**config.mk**
```make
export PLATFORM = sky130hd
export DESIGN_NAME = seg7_scan_driver
export DESIGN_NICKNAME = d
export VERILOG_FILES = /design/src/rtl/seg7_scan_driver.sv
export SDC_FILE = /design/constraint.sdc
export NUM_CORES = 1
export LEC_CHECK = 0
export ABC_AREA = 1
export BUFFER_PORTS_ARGS = -buffer_cell sky130_fd_sc_hd__clkbuf_2
export CORE_MARGIN = 3
export CORE_UTILIZATION = 55
export DETAILED_ROUTE_END_ITERATION = 6
export PLACE_DENSITY = 0.8
export REMOVE_ABC_BUFFERS = 1
export SKIP_CTS_REPAIR_TIMING = 1
export SLEW_MARGIN = 15
export SYNTH_ARGS = -nofsm -noshare
export SYNTH_HDL_FRONTEND = slang
export SYNTH_SLANG_ARGS = --single-unit
```
**constraint.sdc**
```tcl
create_clock -name clk -period 2.65 [get_ports clk]
set_input_delay 0.53 -clock clk [delete_from_list [all_inputs] [get_ports clk]]
set_output_delay 0.53 -clock clk [all_outputs]
set_load 0.02 [all_outputs]
```
**src/rtl/seg7_scan_driver.sv**
```systemverilog
// seg7_scan_driver
//   Time-multiplexed seven-segment display driver. A load strobe captures a
//   packed hex value, a per-digit decimal-point mask and a leading-zero
//   blanking flag into shadow registers. A divider then steps a digit index
//   every SCAN_DIV cycles. Each cycle the outputs are re-registered from the
//   current index and shadow contents. All display outputs are active-low.
//   Digit 0 is the rightmost digit and is taken from value[3:0].

module seg7_scan_driver #(
    parameter int N_DIGITS = 8,
    parameter int SCAN_DIV = 16
) (
    input  logic                  clk,
    input  logic                  reset,
    input  logic [4*N_DIGITS-1:0] value,
    input  logic [N_DIGITS-1:0]   dp_mask,
    input  logic                  blank_lz,
    input  logic                  load,
    output logic [N_DIGITS-1:0]   AN,
    output logic                  DP,
    output logic [6:0]            A2G
);

    localparam int IDX_W = (N_DIGITS > 1) ? $clog2(N_DIGITS) : 1;
    localparam int DIV_W = $clog2(SCAN_DIV);

    localparam logic [IDX_W-1:0] IDX_LAST = IDX_W'(N_DIGITS - 1);
    localparam logic [DIV_W-1:0] DIV_LAST = DIV_W'(SCAN_DIV - 1);

    // Hex nibble to active-low segments, bit order {a,b,c,d,e,f,g}.
    function automatic logic [6:0] hex_to_seg(input logic [3:0] nib);
        logic [6:0] seg;
        case (nib)
            4'h0:    seg = 7'h01;
            4'h1:    seg = 7'h4F;
            4'h2:    seg = 7'h12;
            4'h3:    seg = 7'h06;
            4'h4:    seg = 7'h4C;
            4'h5:    seg = 7'h24;
            4'h6:    seg = 7'h20;
            4'h7:    seg = 7'h0F;
            4'h8:    seg = 7'h00;
            4'h9:    seg = 7'h04;
            4'hA:    seg = 7'h08;
            4'hB:    seg = 7'h60;
            4'hC:    seg = 7'h31;
            4'hD:    seg = 7'h42;
            4'hE:    seg = 7'h30;
            4'hF:    seg = 7'h38;
            default: seg = 7'h7F;
        endcase
        return seg;
    endfunction

    // Shadow registers. The whole set swaps on one edge, so a digit is never
    // built from a mix of old and new data.
    logic [4*N_DIGITS-1:0] value_q,   value_d;
    logic [N_DIGITS-1:0]   dp_mask_q, dp_mask_d;
    logic                  blank_q,   blank_d;

    // Scan timing.
    logic [DIV_W-1:0]      div_q, div_d;
    logic [IDX_W-1:0]      idx_q, idx_d;

    // Registered display outputs.
    logic [N_DIGITS-1:0]   an_q,  an_d;
    logic                  dp_q,  dp_d;
    logic [6:0]            a2g_q, a2g_d;

    // Per-digit selections derived from idx_q and the shadow.
    logic [3:0]            nib_s;
    logic                  dp_sel_s;
    logic [N_DIGITS-1:0]   lz_s;
    logic                  lz_sel_s;
    logic                  blank_digit_s;

    // Shadow next-state: capture the inputs only on load.
    always_comb begin
        value_d   = value_q;
        dp_mask_d = dp_mask_q;
        blank_d   = blank_q;
        if (load) begin
            value_d   = value;
            dp_mask_d = dp_mask;
            blank_d   = blank_lz;
        end else begin
            value_d   = value_q;
            dp_mask_d = dp_mask_q;
            blank_d   = blank_q;
        end
    end

    // Divider and digit index next-state. The index advances when the divider wraps.
    always_comb begin
        div_d = div_q;
        idx_d = idx_q;
        if (div_q == DIV_LAST) begin
            div_d = {DIV_W{1'b0}};
            if (idx_q == IDX_LAST) begin
                idx_d = {IDX_W{1'b0}};
            end else begin
                idx_d = idx_q + IDX_W'(1);
            end
        end else begin
            div_d = div_q + DIV_W'(1);
            idx_d = idx_q;
        end
    end

    // lz_s[i] is set when nibbles i..N_DIGITS-1 of the shadow are all zero.
    always_comb begin
        logic zero_above;
        zero_above = 1'b1;
        lz_s       = {N_DIGITS{1'b0}};
        for (int i = N_DIGITS - 1; i >= 0; i--) begin
            zero_above = zero_above & (value_q[i*4 +: 4] == 4'h0);
            lz_s[i]    = zero_above;
        end
    end

    // Select the nibble, DP bit and leading-zero flag of the current digit.
    always_comb begin
        nib_s    = 4'h0;
        dp_sel_s = 1'b0;
        lz_sel_s = 1'b0;
        for (int i = 0; i < N_DIGITS; i++) begin
            nib_s    = (idx_q == IDX_W'(i)) ? value_q[i*4 +: 4] : nib_s;
            dp_sel_s = (idx_q == IDX_W'(i)) ? dp_mask_q[i]      : dp_sel_s;
            lz_sel_s = (idx_q == IDX_W'(i)) ? lz_s[i]           : lz_sel_s;
        end
    end

    // Output next-state. Digit 0 is never blanked, so a zero value still shows "0".
    always_comb begin
        an_d          = {N_DIGITS{1'b1}};
        dp_d          = 1'b1;
        a2g_d         = 7'h7F;
        blank_digit_s = blank_q & (idx_q != {IDX_W{1'b0}}) & lz_sel_s;
        for (int i = 0; i < N_DIGITS; i++) begin
            an_d[i] = (idx_q == IDX_W'(i)) ? 1'b0 : 1'b1;
        end
        dp_d = ~dp_sel_s;
        if (blank_digit_s) begin
            a2g_d = 7'h7F;
        end else begin
            a2g_d = hex_to_seg(nib_s);
        end
    end

    // Shadow registers: cleared on reset, loaded on the load strobe.
    always_ff @(posedge clk) begin
        if (reset) begin
            value_q   <= {(4*N_DIGITS){1'b0}};
            dp_mask_q <= {N_DIGITS{1'b0}};
            blank_q   <= 1'b0;
        end else begin
            value_q   <= value_d;
            dp_mask_q <= dp_mask_d;
            blank_q   <= blank_d;
        end
    end

    // Scan divider and digit index. Reset aborts any scan in progress.
    always_ff @(posedge clk) begin
        if (reset) begin
            div_q <= {DIV_W{1'b0}};
            idx_q <= {IDX_W{1'b0}};
        end else begin
            div_q <= div_d;
            idx_q <= idx_d;
        end
    end

    // Display outputs. They are forced dark during reset.
    always_ff @(posedge clk) begin
        if (reset) begin
            an_q  <= {N_DIGITS{1'b1}};
            dp_q  <= 1'b1;
            a2g_q <= 7'h7F;
        end else begin
            an_q  <= an_d;
            dp_q  <= dp_d;
            a2g_q <= a2g_d;
        end
    end

    assign AN  = an_q;
    assign DP  = dp_q;
    assign A2G = a2g_q;

endmodule

```
==> impl.org <==
** Final layout
- After routing the design area is between 3000 and 4000 um2.
- Antenna diode count :: 0
- Relative to the synthesized area, the layout overhead comes to 19.5%.
- Layout Nets :: between 500 and 600
- Of the cells placed in the final design, the portion with a size suffix greater than 1 is around a fifth.
- Post-layout util :: between 60% and 70%

** Setup path
- Sort of element at the end of the critical path :: register
- Category of the most critical setup path :: register to register
- In this run the worst path has a maximum fanout of 10.
- Required time reported for the critical path endpoint :: 2.86 ns
- Data on the critical path arrives at its endpoint at about 2.6 ns.
- The worst setup path is launched from a register.

** Drt
- Dividing the detail-routed via count by the number of cells gives 5.06.
- Wirelength, routed :: roughly 7000 um
- Number of DRC violations after detailed routing :: 0
- The routed layout has a little under 3000 vias.
- For this run, the detailed router's first-pass iteration total came to 4.
- After the first detailed-routing iteration, the DRC count stood at 166.
- In this run the remaining antenna-violating nets after routing total 0.
- After detailed routing, the average wire length per cell comes to roughly 12 um.

** Pwr
- PD cells :: slightly above 600 nW/um2
- Worst supply voltage drop on vdd :: 0.388 mV
- Leakage dissipation :: around 1.8 nW

** Die
- Die width :: approximately 80 um
- Site row count :: 26
- Die Height :: roughly 80 um
- Effective utilization at floorplan :: ~58%
- I/O pin total :: 60
- The die covers between 6000 and 7000 um2.
- Std-Cell Core Area :: 5240 um2

** Yosys
- After synthesis, the largest family of logic cells by area is simple AND/OR/NAND/NOR gates.
- Synthesis instantiated 28 different standard cells from the library.
- The synthesized netlist occupies a cell area of approximately 3000 um2.
- Summed over its instances, the top area cell type makes up between 40% and 50% of the synthesized netlist area.
- Average cell area after synthesis :: 6.92 um2
- Yosys printed 0 warnings.
- Of the total synthesized cell area, the portion taken by XOR and XNOR cells is less than 1%.
- The synthesized netlist devotes between 10% and 20% of its cell area to compound gates.
- Top cells by area, synth :: sky130_fd_sc_hd__dfxtp_1, sky130_fd_sc_hd__nand2_1, sky130_fd_sc_hd__o21ai_0
- Cell taking the most area after synthesis :: sky130_fd_sc_hd__dfxtp_1
- The synthesized netlist devotes 28.1% of its cell area to simple gates.
- Synthesis handed over a netlist of 440 instances.
- Post-synthesis adder-cell area fraction :: 5.34%
- Mux cell area share after synthesis :: 0%
- The synthesized design contains 64 register bits.
- For this run, the register share of the synthesized area comes to between 40% and 50%.

** Clocking
- Max H-tree Level :: 3
- The root buffer cell chosen for the clock tree is sky130_fd_sc_hd__clkbuf_8.
- The clock net in this run drives a total of 64 sinks.
- Clock Latency Late Sink :: 0.34 ns
- TritonCTS built the clock tree.
- Max clock buf depth :: 2
- Number of clock buffers inserted by TritonCTS :: 9
- Clock-pin slew was measured on the worst setup and hold paths at ~0.07 ns.

** Timing
- Static timing analysis puts the maximum clock frequency at about 410 MHz.
- At the pin with the least slew margin, the transition time is a little under 0.5 ns.
- Final critical path time including I/O delays and setup :: around 2.4 ns
- The worst pin sits at a relative slew slack of between 60% and 70%.
- Fin crit share :: 91.3%
- Final Setup Violations :: 0
- Final hold viol count :: 0
- Max-slew violation count :: 0
- Final worst clock skew :: 0.00545 ns

** Run status
- The flow ran to the end, and the final reports show no timing, DRC or antenna violations.

** Global route
- The number of antenna violations at the first check in global routing was 0.
- The number of global-route vias before repair was between 2000 and 3000.
- First-pass GRT wire length :: between 10000 and 15000 um
- Across every metal layer, demand over resource in global routing totals 23.2%.
- Pin count of the biggest net entering global routing :: 60
- Global routing finished with a remaining overflow of 0.

** Placement
- The congestion estimate from routability-driven global placement came to between 0.8 and 0.9.
- Area after DPL :: ~3400 um2
- The count of buffers added on input and output ports is 59.
- The HPWL after detailed placement is 5060 um.

** Worst hold path
- Worst min-delay path category :: input pin to register

** Job
- Max-cap violations in this run came to 0.
power breakdown:
part | switching [W] | internal, W
sequential | 0.0000299 | 0.00102
clock | 0.000374 | 0.000526
combinational | 0.000159 | 0.000102
total | 0.000563 | 0.00165
metrics by stage:
step	cells	worst slack [ns]	hold slack, ns	TNS [ns]	total power, W
after global placement	559	0.212	0.431	0	0.00133
final	575	0.229	0.401	0	0.00221
after CTS	575	0.169	0.387	0	0.00223
after global routing	575	-0.0104	0.385	-0.0104	0.00231
after floorplan	424	0.303	0.418	0	0.00124
after detailed placement	559	0.193	0.452	0	0.00133
final timing paths:
check            from  endpoint  slack, ns  cells after the start
max          idx_q[2]    A2G[3]       0.23                     16
min             reset  div_q[2]       0.40                      2
max reg2reg  idx_q[2]    A2G[3]       0.23                     16
min reg2reg  div_q[0]  div_q[0]       0.46                      1
synthesized netlist by cell type, drive strengths merged:
cell type  instances
nand2             96
dfxtp             64
nor2              64
o21ai             53
inv               51
a21oi             33
nand3             31
clkbuf            15
ha                13
nor4               4
a211oi             2
clkinv             2
nor3               2
or2                2
a21boi             1
a31oi              1
buf                1
nand3b             1
nand4              1
o221ai             1
o22ai              1
xnor2              1
cell families (layout without fill, tap and decap cells):
group,count (synthesis),in the layout
and+or+nand+nor,201,201
AOI/OAI and AO/OA,92,92
buffers and inverters,69,134
DFF,64,64
adders and majority gates,13,13
xor gates and xnor gates,1,1
cells in the final DEF, fill, tap and decap left out, types with 2 or more instances in the layout:
| cell | count |
|---|---|
| sky130_fd_sc_hd__nor2_1 | 62 |
| sky130_fd_sc_hd__clkbuf_2 | 59 |
| sky130_fd_sc_hd__inv_2 | 3 |
| sky130_fd_sc_hd__buf_4 | 6 |
| sky130_fd_sc_hd__bufinv_16 | 2 |
| sky130_fd_sc_hd__or2_2 | 2 |
| sky130_fd_sc_hd__nand2_1 | 89 |
| sky130_fd_sc_hd__clkinv_2 | 3 |
| sky130_fd_sc_hd__clkbuf_8 | 9 |
| sky130_fd_sc_hd__a211oi_1 | 2 |
| sky130_fd_sc_hd__inv_1 | 48 |
| sky130_fd_sc_hd__nand2_2 | 4 |
| sky130_fd_sc_hd__dfxtp_1 | 64 |
| sky130_fd_sc_hd__nor4_1 | 4 |
| sky130_fd_sc_hd__nand3_1 | 31 |
| sky130_fd_sc_hd__ha_1 | 12 |
| sky130_fd_sc_hd__nor3_1 | 2 |
| sky130_fd_sc_hd__nand2_4 | 3 |
| sky130_fd_sc_hd__a21oi_1 | 32 |
| sky130_fd_sc_hd__o21ai_0 | 52 |
| sky130_fd_sc_hd__nor2_4 | 2 |
state kept, by name, indices dropped and copies added, names as in the netlist:
register and flops:
DP 1, AN 8, A2G 7, dp_mask_q 8, div_q 4, blank_q 1, value_q 32, idx_q 3
critical path, cell delays in order, from the launching register on:
cell	delay (ns)
sky130_fd_sc_hd__dfxtp_1	0.58
sky130_fd_sc_hd__inv_2	0.14
sky130_fd_sc_hd__ha_1	0.28
sky130_fd_sc_hd__clkinvlp_4	0.16
sky130_fd_sc_hd__nand3_1	0.09
sky130_fd_sc_hd__nand2_1	0.06
sky130_fd_sc_hd__nand2_1	0.04
sky130_fd_sc_hd__nand2_1	0.07
sky130_fd_sc_hd__a21boi_0	0.11
sky130_fd_sc_hd__buf_4	0.16
sky130_fd_sc_hd__ha_1	0.20
sky130_fd_sc_hd__inv_1	0.07
sky130_fd_sc_hd__nand3_1	0.08
sky130_fd_sc_hd__nand3_1	0.10
sky130_fd_sc_hd__nand2_1	0.05
sky130_fd_sc_hd__inv_1	0.04
sky130_fd_sc_hd__nand3_1	0.05
cell type report:
type,instances,area (um2)
fill,496,1600
multi-input combinational,307,1520
sequential,64,1280
timing repair buffer,65,340
inverter,53,203
clock buffer,10,128
tap,70,87.6
clock inverter,6,83.8
per-layer routing:
metal / global-route usage (%) / vias up / share of wire [%]
met4: 12.0 / 0 / 2.6
met2: 37.7 / 78 / 47
met5: 0 / - / 0
met1: 29.0 / 1283 / 46
met3: 4.60 / 18 / 4.7
li1: - / 1530 / -
Power figures use the tool's default switching activity.
